--- config.mk ---
export PLATFORM = sky130hd
export DESIGN_NAME = motor_mux_switch_ctrl_flat
export DESIGN_NICKNAME = d
export VERILOG_FILES = /design/src/rtl/motor_mux_switch_ctrl_if.sv /design/src/rtl/motor_mux_switch_ctrl.sv /design/src/flat_wrapper.sv
export SDC_FILE = /design/constraint.sdc
export NUM_CORES = 1
export LEC_CHECK = 0
export CORE_MARGIN = 8
export CORE_UTILIZATION = 55
export DETAILED_ROUTE_END_ITERATION = 8
export PLACE_DENSITY = 0.81
export SLEW_MARGIN = 15
export SYNTH_ARGS = -nofsm -noshare
export SYNTH_HDL_FRONTEND = slang
export SYNTH_SLANG_ARGS = --single-unit
--- constraint.sdc ---
create_clock -name clk -period 3 [get_ports clk]
set_input_delay 0.6 -clock clk [delete_from_list [all_inputs] [get_ports clk]]
set_output_delay 0.6 -clock clk [all_outputs]
set_load 0.01 [all_outputs]
--- src/rtl/motor_mux_switch_ctrl_if.sv ---
// Host-side reassignment request channel for one motor output mux.
// The host drives the request and the controller answers with ready.
interface motor_mux_switch_ctrl_if;
  logic       cfg_valid;
  logic [2:0] cfg_select;
  logic       cfg_enable;
  logic       cfg_ready;

  modport master (
    output cfg_valid,
    output cfg_select,
    output cfg_enable,
    input  cfg_ready
  );

  modport slave (
    input  cfg_valid,
    input  cfg_select,
    input  cfg_enable,
    output cfg_ready
  );
endinterface

--- src/rtl/motor_mux_switch_ctrl.sv ---
// Glitch-free channel switch sequencer for one step/dir output mux.
// Waits for step low, guards, switches select, then holds dir setup.
module motor_mux_switch_ctrl #(
  parameter int GUARD_CYCLES = 4,
  parameter int DIR_SETUP    = 50,
  parameter int TIMEOUT      = 1000
) (
  input  logic                     clk,
  input  logic                     rst,
  motor_mux_switch_ctrl_if.slave   cfg,
  input  logic [7:0]               steps,
  input  logic                     force_off,
  input  logic                     clear_err,
  output logic [2:0]               mux_select,
  output logic                     enable_step,
  output logic                     busy,
  output logic                     switch_done,
  output logic                     timeout_err
);

  localparam int MAX_GD = (GUARD_CYCLES > DIR_SETUP) ?
                          GUARD_CYCLES : DIR_SETUP;
  localparam int MAX_C  = (MAX_GD > TIMEOUT) ? MAX_GD : TIMEOUT;
  localparam int CW     = $clog2(MAX_C + 1);

  localparam logic [CW-1:0] TO_LAST = CW'(TIMEOUT - 1);
  localparam logic [CW-1:0] GD_LAST = CW'(GUARD_CYCLES - 1);
  localparam logic [CW-1:0] DS_LAST = CW'(DIR_SETUP - 1);

  typedef enum logic [1:0] {
    IDLE,
    WAIT_LOW,
    GUARD,
    SETTLE
  } state_t;

  state_t        state;
  logic [CW-1:0] cnt;
  logic [2:0]    tgt_sel;
  logic          tgt_en;
  logic          fast_pend;
  logic          ready_q;

  assign cfg.cfg_ready = ready_q;

  always_ff @(posedge clk) begin
    if (rst) begin
      state       <= IDLE;
      cnt         <= '0;
      tgt_sel     <= '0;
      tgt_en      <= 1'b0;
      fast_pend   <= 1'b0;
      ready_q     <= 1'b1;
      mux_select  <= '0;
      enable_step <= 1'b0;
      busy        <= 1'b0;
      switch_done <= 1'b0;
      timeout_err <= 1'b0;
    end else begin
      switch_done <= 1'b0;
      if (clear_err)
        timeout_err <= 1'b0;

      unique case (state)
        IDLE: begin
          // same-channel request finishes one edge after accept
          if (fast_pend) begin
            enable_step <= tgt_en;
            switch_done <= 1'b1;
            fast_pend   <= 1'b0;
          end
          if (cfg.cfg_valid && ready_q) begin
            tgt_sel <= cfg.cfg_select;
            tgt_en  <= cfg.cfg_enable;
            if (cfg.cfg_select == mux_select) begin
              fast_pend <= 1'b1;
            end else begin
              state   <= WAIT_LOW;
              ready_q <= 1'b0;
              busy    <= 1'b1;
              cnt     <= '0;
            end
          end
        end

        WAIT_LOW: begin
          if (!steps[mux_select]) begin
            enable_step <= 1'b0;
            cnt         <= '0;
            state       <= GUARD;
          end else if (cnt == TO_LAST) begin
            timeout_err <= 1'b1;
            enable_step <= 1'b0;
            cnt         <= '0;
            state       <= GUARD;
          end else begin
            cnt <= cnt + 1'b1;
          end
        end

        GUARD: begin
          if (cnt == GD_LAST) begin
            mux_select <= tgt_sel;
            cnt        <= '0;
            state      <= SETTLE;
          end else begin
            cnt <= cnt + 1'b1;
          end
        end

        SETTLE: begin
          if (cnt == DS_LAST) begin
            enable_step <= tgt_en;
            switch_done <= 1'b1;
            ready_q     <= 1'b1;
            busy        <= 1'b0;
            cnt         <= '0;
            state       <= IDLE;
          end else begin
            cnt <= cnt + 1'b1;
          end
        end

        default: begin
          state <= IDLE;
          cnt   <= '0;
        end
      endcase

      // emergency disable overrides any enable written above
      if (force_off) begin
        enable_step <= 1'b0;
        tgt_en      <= 1'b0;
      end
    end
  end

endmodule

--- src/flat_wrapper.sv ---
// flat-port wrapper written by rule: the top's interface ports become plain ports
module motor_mux_switch_ctrl_flat 
#(
  parameter int GUARD_CYCLES = 4,
  parameter int DIR_SETUP    = 50,
  parameter int TIMEOUT      = 1000
)
  (clk, rst, steps, force_off, clear_err, mux_select, enable_step, busy, switch_done, timeout_err, cfg_cfg_valid, cfg_cfg_select, cfg_cfg_enable, cfg_cfg_ready);
  motor_mux_switch_ctrl_if cfg_i ();
  input  logic clk;
  input  logic rst;
  input  logic [7:0] steps;
  input  logic force_off;
  input  logic clear_err;
  output logic [2:0] mux_select;
  output logic enable_step;
  output logic busy;
  output logic switch_done;
  output logic timeout_err;
  input wire logic [$bits(cfg_i.cfg_valid)-1:0] cfg_cfg_valid;
  input wire logic [$bits(cfg_i.cfg_select)-1:0] cfg_cfg_select;
  input wire logic [$bits(cfg_i.cfg_enable)-1:0] cfg_cfg_enable;
  output wire logic [$bits(cfg_i.cfg_ready)-1:0] cfg_cfg_ready;
  assign cfg_i.cfg_valid = cfg_cfg_valid;
  assign cfg_i.cfg_select = cfg_cfg_select;
  assign cfg_i.cfg_enable = cfg_cfg_enable;
  assign cfg_cfg_ready = cfg_i.cfg_ready;
  motor_mux_switch_ctrl #(.GUARD_CYCLES(GUARD_CYCLES), .DIR_SETUP(DIR_SETUP), .TIMEOUT(TIMEOUT)) u_core (.clk(clk), .rst(rst), .cfg(cfg_i), .steps(steps), .force_off(force_off), .clear_err(clear_err), .mux_select(mux_select), .enable_step(enable_step), .busy(busy), .switch_done(switch_done), .timeout_err(timeout_err));
endmodule
### After elaboration in Yosys (flattened, before gate mapping)

Index checks and enable logic that the tools add are counted.

| storage, ports and cells | value |
|---|---|
| bits in registers | 25 |
| input port bits | 17 |
| output and inout port bits | 8 |
| word-level logic and storage cells | 75 |

| operators by class | value |
|---|---|
| add/subtract/negate cells | 1 |
| magnitude comparators | 1 |
| eq/ne operators | 13 |
| muxes and demuxes | 38 |
| reduce and logical (&&, ||, !) cells | 11 |

Operators with widths:

| cell | number |
|---|---|
| two-way mux 10 bit | 6 |
| case mux 10 bit (4 select lines) | 1 |
| two-way mux 1 bit | 19 |
| two-way mux 2 bit | 6 |
| adder 10 x 1 -> 10 bit (second input constant) | 1 |
| equality test 10 bit (second input constant) | 1 |
| equality test 10 x 2 -> 1 bit (second input constant) | 1 |
| equality test 10 x 6 -> 1 bit (second input constant) | 1 |
| inequality test 2 x 1 -> 1 bit (second input constant) | 4 |
| case mux 2 bit (4 select lines) | 1 |
| AND reduction 4 bit | 2 |
| case mux 1 bit (2 select lines) | 3 |
| AND reduction 2 bit | 3 |
| AND reduction 5 bit | 1 |
| equality test 2 bit (second input constant) | 2 |
| less-than comparator 3 x 4 -> 1 bit (second input constant) | 1 |
| binary-select mux 1 bit (select 3 bit) | 1 |
| equality test 3 bit | 1 |
| inequality test 3 bit (second input constant) | 1 |
| case mux 1 bit (3 select lines) | 1 |
| nonzero test 3 bit | 1 |
| equality test 2 x 1 -> 1 bit (second input constant) | 1 |
| logical NOT 2 bit | 1 |
| inequality test 2 bit (second input constant) | 1 |
| 3 further kinds | 3 |

### Logic depth before layout (Yosys ltp)

| depth | value |
|---|---|
| depth in word-level cells | 4 |
| mapped depth | 8 |
| depth with buffers taken out | 8 |

### Worst setup path before layout

OpenSTA, ideal clock, no wires.

| path | value |
|---|---|
| path type | input to register |
| start | in steps[0] |
| end | reg u_core.cnt[8] |
| setup time | 124 ps |
| arrival | 2,052 ps |
| required time | 2,876 ps |
| slack | 824 ps |
| stages | 7 |
| buffers on the path | 1 |
| cells stage by stage | nor2b_1 > a2111oi_0 > nor4_2 > a221o_2 > buf_6 > a31oi_1 > o22ai_1 |

| between the ends | value |
|---|---|
| longest elaborated chain between the ends | 4 |

RTL lines:

| element | RTL line | source |
|---|---|---|
| start, declared | flat_wrapper.sv:12 | `input logic [7:0] steps;` |
| binary-select mux 1 bit (select 3 bit) | motor_mux_switch_ctrl.sv:87 | `if (!steps[mux_select]) begin` |
| two-way mux 1 bit (implied by the code) | motor_mux_switch_ctrl.sv:87 |  |
| two-way mux 10 bit | motor_mux_switch_ctrl.sv:87 |  |
| case mux 10 bit (4 select lines) | motor_mux_switch_ctrl.sv:64 | `unique case (state)` |
| end signal, assigned | motor_mux_switch_ctrl.sv:97 | `cnt <= cnt + 1'b1;` |
| end signal, assigned | motor_mux_switch_ctrl.sv:107 | `cnt <= cnt + 1'b1;` |
| end signal, assigned | motor_mux_switch_ctrl.sv:120 | `cnt <= cnt + 1'b1;` |
| end, declared | motor_mux_switch_ctrl.sv:38 | `logic [CW-1:0] cnt;` |

Every way passes these cells. The select of a mux whose other input is x is not followed.
A chain may end at the register's enable or synchronous reset.

### Worst setup path after layout

| path | value |
|---|---|
| start | in steps[0] |
| end | reg u_core.state[1] |

| between the ends | value |
|---|---|
| longest elaborated chain between the ends | 4 |
| elaborated cells on any way between the ends | 6 |
| those cells by class | eq/ne: 1; mux: 4; reduce/logical: 1 |

RTL lines:

| element | RTL line | source |
|---|---|---|
| binary-select mux 1 bit (select 3 bit) * | motor_mux_switch_ctrl.sv:87 |  |
| two-way mux 1 bit (implied by the code) * | motor_mux_switch_ctrl.sv:87 |  |
| inequality test 3 bit (no source line) / two-way mux 2 bit (equally long branches) | - |  |
| AND reduction 5 bit (no source line) / case mux 2 bit (4 select lines) (equally long branches) | - |  |
| end signal, assigned | motor_mux_switch_ctrl.sv:90 | `state <= GUARD;` |
| end signal, assigned | motor_mux_switch_ctrl.sv:95 | `state <= GUARD;` |
| end signal, assigned | motor_mux_switch_ctrl.sv:105 | `state <= SETTLE;` |
| end, declared | motor_mux_switch_ctrl.sv:37 | `state_t state;` |

Every way passes the cells marked *; elsewhere a longest branch is shown, timed or not. The select of a mux whose other input is x is not followed.

==> results.py <==
metrics = {
    "worst_setup_path": {
        "critPathMaxFanout": 16,
        "crit_start": "steps[0]",
        "worstPathRequired_ns": 3.23,
        "timing.rr.start": "u_core.mux_select[1]",
        "path_class": "input pin to register",
        "worstSetupEndpointType": "register",
        "crit_arrival_ns": 2.66,
        "r2r.worst_path.cells": 6,
        "startpoint_type": "input pin",
    },
    "timing": {
        "fin_crit_sh": 0.808,
        "worst_pin_slew_ns": 0.482,
        "clock.fmax_mhz": 413,
        "drv_slew": 0,
        "maxSlewHeadroom": 0.671,
        "fin_tns_setup_ns": 0,
        "rsz0062_at_grt": "no",
        "report.final.hold_viol_count": 0,
        "skew_ns": 0.00781,
        "setup_violations": 0,
        "period_needed_ns": 2.42,
    },
    "power": {
        "power.density_mw_per_mm2": 559,
        "leakagePower_nw": 0.639,
        "ir_drop_mv": 0.414,
    },
    "logic_synthesis": {
        "synth.top_cell.area_share": 0.358,
        "synth_cells": 162,
        "ys_types": 41,
        "synth.largest_area_cell": "dfxtp_1",
        "yosysWarnings": 0,
        "synth_area_sq_mm": 0.00140,
        "ys_seq_elements": 25,
        "synth_area_leaders": "dfxtp_1 (36%), mux2i_1 (7.9%), ha_1 (5.4%), nor2_1 (4.6%), nand3_1 (3.2%)",
        "avgSynthCellArea_sq_um": 8.63,
        "post-synth-top-count-cell": "dfxtp_1",
        "synthTopCellsByCount": "dfxtp_1 (25), nor2_1 (17), mux2i_1 (11), nand2_1 (10), nand3_1 (9)",
        "synth_edf_count": 0,
        "synth_ff_type": "dfxtp_1",
        "synth.yosys.seq_area_share": 0.358,
        "synth_nets": 185,
        "async_reset_ff_frac": 0,
    },
    "clock_network": {
        "htreeDepth": 1,
        "cts_tree": "done",
        "clockRootBuffer": "clkbuf_4",
        "cts_buffer_depth": 2,
        "path_clk_slew_ns": 0.13,
        "hold_buffers": 0,
        "worstSkewPairLatency_ns": 0.33,
        "cts_setup_buffers": 0,
        "ctsResizeCount": 0,
        "cts_buffers": 3,
        "cts_sinks": 25,
    },
    "place": {
        "place_area_sq_mm": 0.00163,
        "io_buffers": 24,
        "gp_congestion": 0.787,
        "hpwl_mm": 2.45,
    },
    "route": {
        "drt-wirelength-per-cell_um": 14.5,
        "via_count": 1255,
        "ant_nets": 0,
        "drt_iter0_markers": 105,
        "via_per_inst": 5.86,
        "detail_route.first_pass.iterations": 4,
        "drcViolationCount": 0,
        "wl_mm": 3.10,
    },
    "global_routing": {
        "antenna_found_initial": 0,
        "grt_pass1_vias": 1205,
        "grt_busiest_layer": "met2",
        "grt_overflow": 0,
        "grtUsageTotal": 0.147,
        "grt_util_met1": 0.158,
        "grtUsageMet3": 0.0322,
        "grt_max_degree": 17,
        "grt_pass1_wl_mm": 5.15,
        "met2_usage": 0.270,
    },
    "floorplan": {
        "die-area_sq_mm": 0.00441,
        "core_sq_mm": 0.00243,
        "pin_count": 25,
        "initial_core_util": 0.575,
        "placement_rows": 18,
        "die_w_um": 66.4,
        "die_h_um": 66.4,
    },
    "final_layout": {
        "layout-drive-gt1-share": 0.0761,
        "diodes": 0,
        "fin_nets": 208,
        "syn2layout_area_growth_pct": 18.2,
        "fillCellCount": 204,
        "fin_area_sq_mm": 0.00165,
    },
    "hold_path": {
        "hold_depth": 2,
        "min_from": "u_core.fast_pend",
        "hold_path.class": "register to register",
    },
    "flow_run": {
        "cap_violations": 0,
    },
    "status": {
        "outcome": "completed",
    },
}
critical path: stages:
cell	delay [ns]
clkdlybuf4s50_1	0.40
nor2b_1	0.13
a2111oi_0	0.49
nor4_2	0.13
a221o_2	0.54
o21a_1	0.21
o21a_1	0.16
per-layer routing:
layer  up-vias  share of wire
met4         0          0.011
met3         3          0.029
li1        624              -
met2        22           0.55
met5         -              0
met1       606           0.41
metrics by stage:
stage	worst slack, ns	util	hold slack (ns)	std cells	power, mW
finish	0.577	0.679	0.509	214	0.923
global route	0.518	0.679	0.539	214	0.988
CTS	0.608	0.679	0.506	214	0.925
detailed placement	0.250	0.668	0.485	210	0.774
global placement	0.282	0.668	0.464	210	0.756
floorplan	0.824	-	0.460	162	0.701
cells in the final DEF, fill, tap and decap left out, types with 4 or more instances in the layout:
master and count:
inv_1 8, a31oi_1 6, nand3_1 9, mux2i_1 11
xor2_1 4, o21ai_0 6, nor2_1 17, clkdlybuf4s50_1 24
dfxtp_1 25, nor3_1 6, a21oi_1 5, nand2_1 10
ha_1 6, o21a_1 4
report_power, final:
part | internal [mW] | total (mW) | switching [mW] | leakage, nW
registers | 0.366 | 0.395 | 0.0285 | 0.203
clock network | 0.0522 | 0.156 | 0.104 | 0.0150
logic | 0.161 | 0.372 | 0.211 | 0.421
total | 0.580 | 0.923 | 0.343 | 0.639
state kept, by name, indices dropped and copies added (netlist names):
| name | cells |
|---|---|
| u_core.timeout_err | 1 |
| u_core.enable_step | 1 |
| u_core.fast_pend | 1 |
| u_core.cfg.cfg_ready | 1 |
| u_core.switch_done | 1 |
| u_core.tgt_sel | 3 |
| u_core.state | 2 |
| u_core.tgt_en | 1 |
| u_core.mux_select | 3 |
| u_core.cnt | 10 |
| u_core.busy | 1 |
final cells by class:
type	count	area, sq um	share of cell area
flip-flops and latches	25	500	0.303
well taps	30	37.5	0.0227
multi-input cells	122	810	0.490
inverters	8	30.0	0.0182
repair buffers	25	248	0.150
clock buffers	4	26.3	0.0159
path summary, 6_finish.rpt:
path / end / slack (ns)
setup / recovery: u_core.state[1] / 0.58
hold / removal: u_core.fast_pend / 0.51
setup reg to reg: u_core.state[1] / 0.72
hold reg to reg: u_core.fast_pend / 0.51
cell families (layout without fill, tap and decap cells):
| logic type | Yosys count | in the layout | synth area share |
|---|---|---|---|
| AO/OA/AOI/OAI | 31 | 31 | 0.145 |
| XOR/XNOR | 6 | 6 | 0.0376 |
| adder cells (fa/ha/maj) | 6 | 6 | 0.0537 |
| buffers and inverters | 15 | 37 | 0.0627 |
| flip-flops | 25 | 25 | 0.358 |
| multiplexers | 13 | 13 | 0.0976 |
| AND/OR/NAND/NOR | 66 | 66 | 0.245 |
Note: power is estimated with default switching activity, not from simulation.
